===== config.mk =====
export PLATFORM = sky130hd
export DESIGN_NAME = ika87ad_opcode_sequencer
export DESIGN_NICKNAME = d
export VERILOG_FILES = /design/src/rtl/ika87ad_opcode_sequencer.sv
export SDC_FILE = /design/constraint.sdc
export NUM_CORES = 1
export LEC_CHECK = 0
export ABC_CLOCK_PERIOD_IN_PS = 2750
export CAP_MARGIN = 15
export CORE_MARGIN = 1.5
export CORE_UTILIZATION = 35
export DETAILED_ROUTE_END_ITERATION = 16
export GPL_ROUTABILITY_DRIVEN = 0
export PLACE_DENSITY = 0.73
export SLEW_MARGIN = 20
export SYNTH_ARGS = -nofsm -noshare
export SYNTH_HDL_FRONTEND = slang
export SYNTH_SLANG_ARGS = --single-unit

===== constraint.sdc =====
create_clock -name i_EMUCLK -period 2.75 [get_ports i_EMUCLK]
set_input_delay 0.55 -clock i_EMUCLK [delete_from_list [all_inputs] [get_ports i_EMUCLK]]
set_output_delay 0.55 -clock i_EMUCLK [all_outputs]
set_load 0.05 [all_outputs]

===== src/rtl/ika87ad_opcode_sequencer.sv =====
// ika87ad_opcode_sequencer
// Turns a stream of fetched opcode bytes into a queue of microcode start
// addresses. Prefix bytes (48/60/64/70/74) select an opcode page for the
// byte that follows them. The external combinational decoder sees the
// current opcode/page and returns the start address, which is queued
// together with its page. Hardware interrupts inject a fixed start address.
//
// Build option: define IKA87AD_OPSEQ_FIFO_EN to make the output queue a
// 2-entry FIFO; otherwise it is a single output register.
module ika87ad_opcode_sequencer #(
    parameter int unsigned              SA_WIDTH   = 8,
    parameter int unsigned              PAGE_WIDTH = 3,
    parameter logic [SA_WIDTH-1:0]      HARDI_SA   = 8'hF0
) (
    input  logic                    i_EMUCLK,
    input  logic                    i_RESET_n,

    input  logic [7:0]              i_OP_BYTE,
    input  logic                    i_OP_VALID,
    output logic                    o_OP_READY,

    input  logic                    i_IRQ,
    output logic                    o_IRQ_ACK,

    input  logic                    i_FLUSH,

    output logic [7:0]              o_DEC_OPCODE,
    output logic [PAGE_WIDTH-1:0]   o_DEC_PAGE,
    input  logic [SA_WIDTH-1:0]     i_DEC_SA,

    output logic [SA_WIDTH-1:0]     o_SA,
    output logic [PAGE_WIDTH-1:0]   o_SA_PAGE,
    output logic                    o_SA_VALID,
    input  logic                    i_SA_READY
);

    // Sequencer states: ST_BASE decodes on page 0, ST_PREFIX on the latched page.
    localparam logic [0:0] ST_BASE   = 1'b0;
    localparam logic [0:0] ST_PREFIX = 1'b1;

    logic [0:0]            state_q,     state_d;
    logic [PAGE_WIDTH-1:0] page_q,      page_d;
    // Interrupts are re-armed only once a real opcode has gone through, so a
    // level IRQ held high cannot starve the instruction stream.
    logic                  irq_armed_q, irq_armed_d;

    logic                  is_prefix;
    logic [PAGE_WIDTH-1:0] prefix_page;
    logic                  can_accept;
    logic                  irq_take;
    logic                  byte_acc;
    logic                  q_wr;
    logic                  q_rd;
    logic [SA_WIDTH-1:0]   q_wr_sa;
    logic [PAGE_WIDTH-1:0] q_wr_page;

    // Classify the incoming byte as a prefix and look up the page it selects.
    // NOTE: every always_comb output gets a default first so no latch is inferred.
    always_comb begin
        is_prefix   = 1'b1;
        prefix_page = '0;
        case (i_OP_BYTE)
            8'h48:   prefix_page = PAGE_WIDTH'(1);
            8'h60:   prefix_page = PAGE_WIDTH'(2);
            8'h64:   prefix_page = PAGE_WIDTH'(3);
            8'h70:   prefix_page = PAGE_WIDTH'(4);
            8'h74:   prefix_page = PAGE_WIDTH'(5);
            default: is_prefix   = 1'b0;
        endcase
    end

    // The decoder always sees the live byte; the page register is held at 0
    // outside ST_PREFIX, so it can be presented directly.
    assign o_DEC_OPCODE = i_OP_BYTE;
    assign o_DEC_PAGE   = page_q;

    // An interrupt is taken only between instructions and only if it can be
    // queued; flush and reset suppress it.
    assign irq_take   = i_RESET_n && !i_FLUSH && (state_q == ST_BASE) &&
                        can_accept && i_IRQ && irq_armed_q;
    assign o_IRQ_ACK  = irq_take;
    assign o_OP_READY = i_RESET_n && !i_FLUSH && !irq_take && can_accept;
    assign byte_acc   = i_OP_VALID && o_OP_READY;

    // Queue write/read requests. A prefix byte in ST_BASE only sets up the page.
    always_comb begin
        q_wr      = 1'b0;
        q_wr_sa   = i_DEC_SA;
        q_wr_page = page_q;
        if (irq_take) begin
            q_wr      = 1'b1;
            q_wr_sa   = HARDI_SA;
            q_wr_page = '0;
        end else if (byte_acc && ((state_q == ST_PREFIX) || !is_prefix)) begin
            q_wr      = 1'b1;
        end
    end

    assign q_rd = o_SA_VALID && i_SA_READY;

    // Next-state logic for the prefix FSM, page register and interrupt arming.
    always_comb begin
        state_d     = state_q;
        page_d      = page_q;
        irq_armed_d = irq_armed_q;
        if (i_FLUSH) begin
            state_d = ST_BASE;
            page_d  = '0;
        end else if (irq_take) begin
            irq_armed_d = 1'b0;
        end else if (byte_acc) begin
            if ((state_q == ST_BASE) && is_prefix) begin
                state_d = ST_PREFIX;
                page_d  = prefix_page;
            end else begin
                state_d     = ST_BASE;
                page_d      = '0;
                irq_armed_d = 1'b1;
            end
        end
    end

    // Register the FSM, page and interrupt arming with synchronous reset.
    // NOTE: sequential state uses non-blocking assignments only, so every
    // register samples the pre-edge value of its neighbours.
    always_ff @(posedge i_EMUCLK) begin
        if (!i_RESET_n) begin
            state_q     <= ST_BASE;
            page_q      <= '0;
            irq_armed_q <= 1'b1;
        end else begin
            state_q     <= state_d;
            page_q      <= page_d;
            irq_armed_q <= irq_armed_d;
        end
    end

`ifdef IKA87AD_OPSEQ_FIFO_EN

    logic [SA_WIDTH-1:0]   fifo_sa_q   [2];
    logic [PAGE_WIDTH-1:0] fifo_page_q [2];
    logic                  rd_ptr_q;
    logic                  wr_ptr_q;
    logic [1:0]            count_q;

    assign can_accept = (count_q != 2'd2);
    assign o_SA_VALID = (count_q != 2'd0);
    assign o_SA       = fifo_sa_q[rd_ptr_q];
    assign o_SA_PAGE  = fifo_page_q[rd_ptr_q];

    // Two-entry FIFO; a write and a read in the same cycle keep the count.
    // NOTE: the storage is reset as well because o_SA/o_SA_PAGE show the
    // head entry directly and must read as zero after reset.
    always_ff @(posedge i_EMUCLK) begin
        if (!i_RESET_n) begin
            fifo_sa_q[0]   <= '0;
            fifo_sa_q[1]   <= '0;
            fifo_page_q[0] <= '0;
            fifo_page_q[1] <= '0;
            rd_ptr_q       <= 1'b0;
            wr_ptr_q       <= 1'b0;
            count_q        <= 2'd0;
        end else if (i_FLUSH) begin
            rd_ptr_q <= 1'b0;
            wr_ptr_q <= 1'b0;
            count_q  <= 2'd0;
        end else begin
            if (q_wr) begin
                fifo_sa_q[wr_ptr_q]   <= q_wr_sa;
                fifo_page_q[wr_ptr_q] <= q_wr_page;
                wr_ptr_q              <= ~wr_ptr_q;
            end
            if (q_rd) begin
                rd_ptr_q <= ~rd_ptr_q;
            end
            case ({q_wr, q_rd})
                2'b10:   count_q <= count_q + 2'd1;
                2'b01:   count_q <= count_q - 2'd1;
                default: count_q <= count_q;
            endcase
        end
    end

`else

    logic [SA_WIDTH-1:0]   sa_q;
    logic [PAGE_WIDTH-1:0] sa_page_q;
    logic                  sa_valid_q;

    // A single slot can be refilled in the same cycle it is consumed.
    assign can_accept = !sa_valid_q || i_SA_READY;
    assign o_SA_VALID = sa_valid_q;
    assign o_SA       = sa_q;
    assign o_SA_PAGE  = sa_page_q;

    // Single output register; a write overrides a simultaneous read.
    always_ff @(posedge i_EMUCLK) begin
        if (!i_RESET_n) begin
            sa_q       <= '0;
            sa_page_q  <= '0;
            sa_valid_q <= 1'b0;
        end else if (i_FLUSH) begin
            sa_valid_q <= 1'b0;
        end else if (q_wr) begin
            sa_q       <= q_wr_sa;
            sa_page_q  <= q_wr_page;
            sa_valid_q <= 1'b1;
        end else if (q_rd) begin
            sa_valid_q <= 1'b0;
        end
    end

`endif

endmodule

# Yosys cells after proc, flatten, opt, wreduce, memory -nomap -nowiden
# Cells that the tools add are included.
# op_classes
n_eq_ne	6
mux	13
n_bitwise	4
reduce_logical	24
# op_table
op	count
$eq 8x7->1 const B	5
$pmux 3 s5	1
$logic_and 1x1->1	11
$mux 1	9
$mux 8	1
$mux 3	2
$reduce_or 5->1	1
$logic_not 1->1	4
$not 1->1	4
$reduce_and 2->1	2
$reduce_bool 2->1	2
$reduce_and 3->1	1
$logic_or 1x1->1	2
$ne 2x2->1 const B	1
$reduce_or 2->1	1
# totals
reg_bits	17
input_bits	22
output_inout_bits	25
elab_cells	53

# Depth between registers and ports, before layout
# logic_depth
word_depth	14
depth_mapped	6
mapped_depth_nobuf	5

# Least setup slack after synthesis
# No wires, ideal clock.
# synth_path
path_type	input to output
start	in i_FLUSH
end	out o_IRQ_ACK
arrival_ps	1612
t_required_ps	2200
path_slack_ps	588
cell_stages	4
cell_sequence	nand2b_1 > or3_1 > clkbuf_1 > inv_1
# synth_between
elab_chain_cells	6
# synth_lines
element	line	rtl
start, declared	25	input logic i_FLUSH,
$logic_not 1->1	79	assign irq_take = i_RESET_n && !i_FLUSH && (state_q == ST_BASE) &&
$logic_and 1x1->1 (3 in a row)	79	
$logic_and 1x1->1 (2 in a row)	80	can_accept && i_IRQ && irq_armed_q;
end, declared	23	output logic o_IRQ_ACK,
# Every way passes these cells.

# Worst setup path after layout
# layout_path
start	in i_IRQ
end	out o_IRQ_ACK
# layout_between
elab_chain_cells	2
# layout_lines
element	line	rtl
start, declared	22	input logic i_IRQ,
$logic_and 1x1->1 (2 in a row)	80	
# Every way passes these cells.

==> flow_summary_export.csv <==
group,metric,value,unit
sta,final_hold_viol_count,0,
sta,worst_slack,252,ps
layout,nNetsFinal,151,
critical_path,endpoint_kind,"output pin",
clocking,cts.sinks,17,
sta,period_minus_slack,2500,ps
floorplan,die_w,52.8,µm
critical_path,cp_slowest_stage_delay,460,ps
clocking,cts_root_buf,"clkbuf_4",
clocking,cts_resized,0,
sta,skew,11.6,ps
clocking,cts_tree,"built",
logic_synthesis,synth_seq_area_share,0.392,
route,drt_iter0_markers,9,
floorplan,rows,17,
sta,maxSlewViolCount,0,
sta,finalSetupViolations,0,
logic_synthesis,synth_nets,108,
critical_path,crit_path_max_fanout,5,
critical_path,slowest_stage,"clkdlybuf4s50_1",
clocking,clock_latency,300,ps
layout,drive_gt1_frac,0.195,
power_and_ir_drop,leakage,0.000550,µW
global_route,grt_usage,0.166,
clocking,h-tree-depth,1,
logic_synthesis,synthCells,86,
logic_synthesis,ys_types,30,
route,routed_wl,2000,µm
power_and_ir_drop,peakVddDrop,0.247,mV
floorplan,top_level_ports,47,
route,antenna_left,0,
logic_synthesis,synthAdderAreaFrac,0,
floorplan,die_area,2790,µm²
layout,diodes,0,
global_route,grt_pass1_wl,3320,µm
critical_path,critPathRequiredTime,2200,ps
floorplan,start_util,0.381,
sta,worst-slew-pin-transition,502,ps
run,maxCapViolations,0,
layout,syn_to_final_growth,53.8,%
global_route,grt_pass1_vias,770,
critical_path,crit_type,"in -> out",
sta,tns,0,ps
sta,fin_crit_sh,0.908,
logic_synthesis,yosysWarnings,0,
critical_path,crit_path_start_kind,"input pin",
layout,fin_cells,156,
logic_synthesis,synth-simple-area-share,0.231,
floorplan,die_h,52.8,µm
critical_path,reg2reg_slack,960,ps
route,first_pass_iters,4,
route,vias,771,
critical_path,path_cells,"clkdlybuf4s50_1 -> nand3b_1 -> or3_1 -> inv_1 -> buf_12",
logic_synthesis,syn_area,867,µm²
placed_design,io_buffers,46,
logic_synthesis,syn_avg_cell_area,10.1,µm²
global_route,globalRouteOverflowTotal,0,
placed_design,place_inst,152,
sta,rsz0062_at_grt,"false",
logic_synthesis,synth-xor-area-share,0,
clocking,cts_made_buffers,3,
hold_path,hold_path.class,"reg -> reg",
route,drc,0,
global_route,antenna_found_initial,0,
placed_design,dp_hpwl,1560,µm
power_and_ir_drop,power_density,413,nW/µm²
clocking,holdBufCountCts,0,
logic_synthesis,synth_top_family_by_area,"simple AND/OR/NAND/NOR gates",
floorplan,coreArea,2280,µm²
logic_synthesis,muxShareOfSynthArea,0.131,
logic_synthesis,synth-compound-area-share,0.114,
critical_path,r2r-end,"o_SA[2]",
critical_path,endpoint,"o_IRQ_ACK",
route,avgViaCountPerCell,4.94,
sta,relSlewSlack,0.664,
placed_design,preCtsSetupSlack,176,ps
sta,max_freq,400,MHz
logic_synthesis,ys_seq_elements,17,
critical_path,r2r_cells,5,
clocking,clkSlewWorstSetupHoldPaths,100,ps
clocking,post_cts.repair.setup_buffers,0,
critical_path,arrival,1950,ps
run_status,status,"complete, no violations",
global_route,grt_max_degree,14,
clocking,clk_path_buf_depth,2,
critical_path,critPathLaunch,"i_IRQ",
critical_path,r2r_start,"state_q",
route,wire_per_inst,12.8,µm
-- cells by family after synthesis --
family | count (synthesis)
mux | 9
compound gates | 13
flops | 17
buf+inv | 17
simple gates | 30
-- per-stage QoR --
| stage | hold WS, ps | area [µm²] | power, µW | utilization |
|---|---|---|---|---|
| after floorplan | 441 | 867 | 359 | - |
| after global placement | 463 | 1310 | 419 | 0.574 |
| after detailed placement | 464 | 1310 | 421 | 0.574 |
| after CTS | 478 | 1330 | 555 | 0.586 |
| after global routing | 503 | 1330 | 570 | 0.586 |
| final | 476 | 1330 | 551 | 0.586 |
-- Yosys cell counts, drive strengths merged --
library cell | n | share of area
nand2 | 3 | 0.013
o21ai | 4 | 0.023
a31oi | 1 | 0.0072
and4 | 1 | 0.012
mux2i | 2 | 0.023
nand4 | 1 | 0.0072
a21oi | 2 | 0.012
nand3 | 2 | 0.012
nor2b | 2 | 0.014
dfxtp | 17 | 0.39
nor3 | 1 | 0.0058
nand2b | 3 | 0.030
mux2 | 7 | 0.11
or3 | 1 | 0.0072
inv | 5 | 0.022
a211oi | 2 | 0.032
and3 | 8 | 0.058
buf | 9 | 0.092
or4b | 2 | 0.027
o221ai | 4 | 0.040
or2b | 1 | 0.010
nand3b | 3 | 0.026
nor2 | 2 | 0.0087
clkbuf | 3 | 0.017
-- cells in the final DEF (no fill, tap or decap), types with 3 or more instances in the layout --
cell type / instances
nand3b_1: 3
clkbuf_4: 3
clkdlybuf4s50_1: 40
o21ai_0: 4
and3_1: 8
buf_4: 8
inv_1: 5
nand2_1: 3
mux2_2: 3
dfxtp_1: 17
mux2_4: 4
o221ai_1: 4
-- where the power goes --
| part | switching [µW] | internal [µW] |
|---|---|---|
| logic | 86.3 | 69.6 |
| clock network | 78.7 | 56.5 |
| registers | 4.64 | 255 |
| total | 170 | 381 |
-- state kept, by name (all words and copies together), names as in the netlist --
signal and flops:
o_SA 8, o_SA_VALID 1, o_DEC_PAGE 3, o_SA_PAGE 3, irq_armed_q 1, state_q 1
-- metal layers --
layer  vias to the layer above  wire, µm  global-route usage
met4                         0        49               0.115
li1                        384         -                   -
met5                         -         0                   0
met2                        34       976               0.285
met3                         4       112              0.0114
met1                       349       863               0.194
-- final cells by class --
class	instances	area, µm²
Tap cell	28	35.0
Sequential cell	17	340
Multi-Input combinational cell	52	413
Fill cell	211	942
Clock buffer	4	26.3
Timing Repair Buffer	50	500
Inverter	5	18.8
-- how the worst min path moves through the flow --
stage	cells after the start	slack [ps]	end	startpoint
final	2	480	o_DEC_PAGE[2]	o_DEC_PAGE[2]
after global placement	2	460	o_DEC_PAGE[2]	o_DEC_PAGE[2]
after global routing	2	500	o_DEC_PAGE[1]	o_DEC_PAGE[1]
after CTS	2	480	o_DEC_PAGE[2]	o_DEC_PAGE[2]
after detailed placement	2	460	o_DEC_PAGE[2]	o_DEC_PAGE[2]
after floorplan	2	440	irq_armed_q	irq_armed_q
-- worst max-delay path: cells and delay by family --
kind,cells,cell delay [ps]
buffers and inverters,3,820
and+or+nand+nor,2,590
Power figures use the tool's default switching activity.
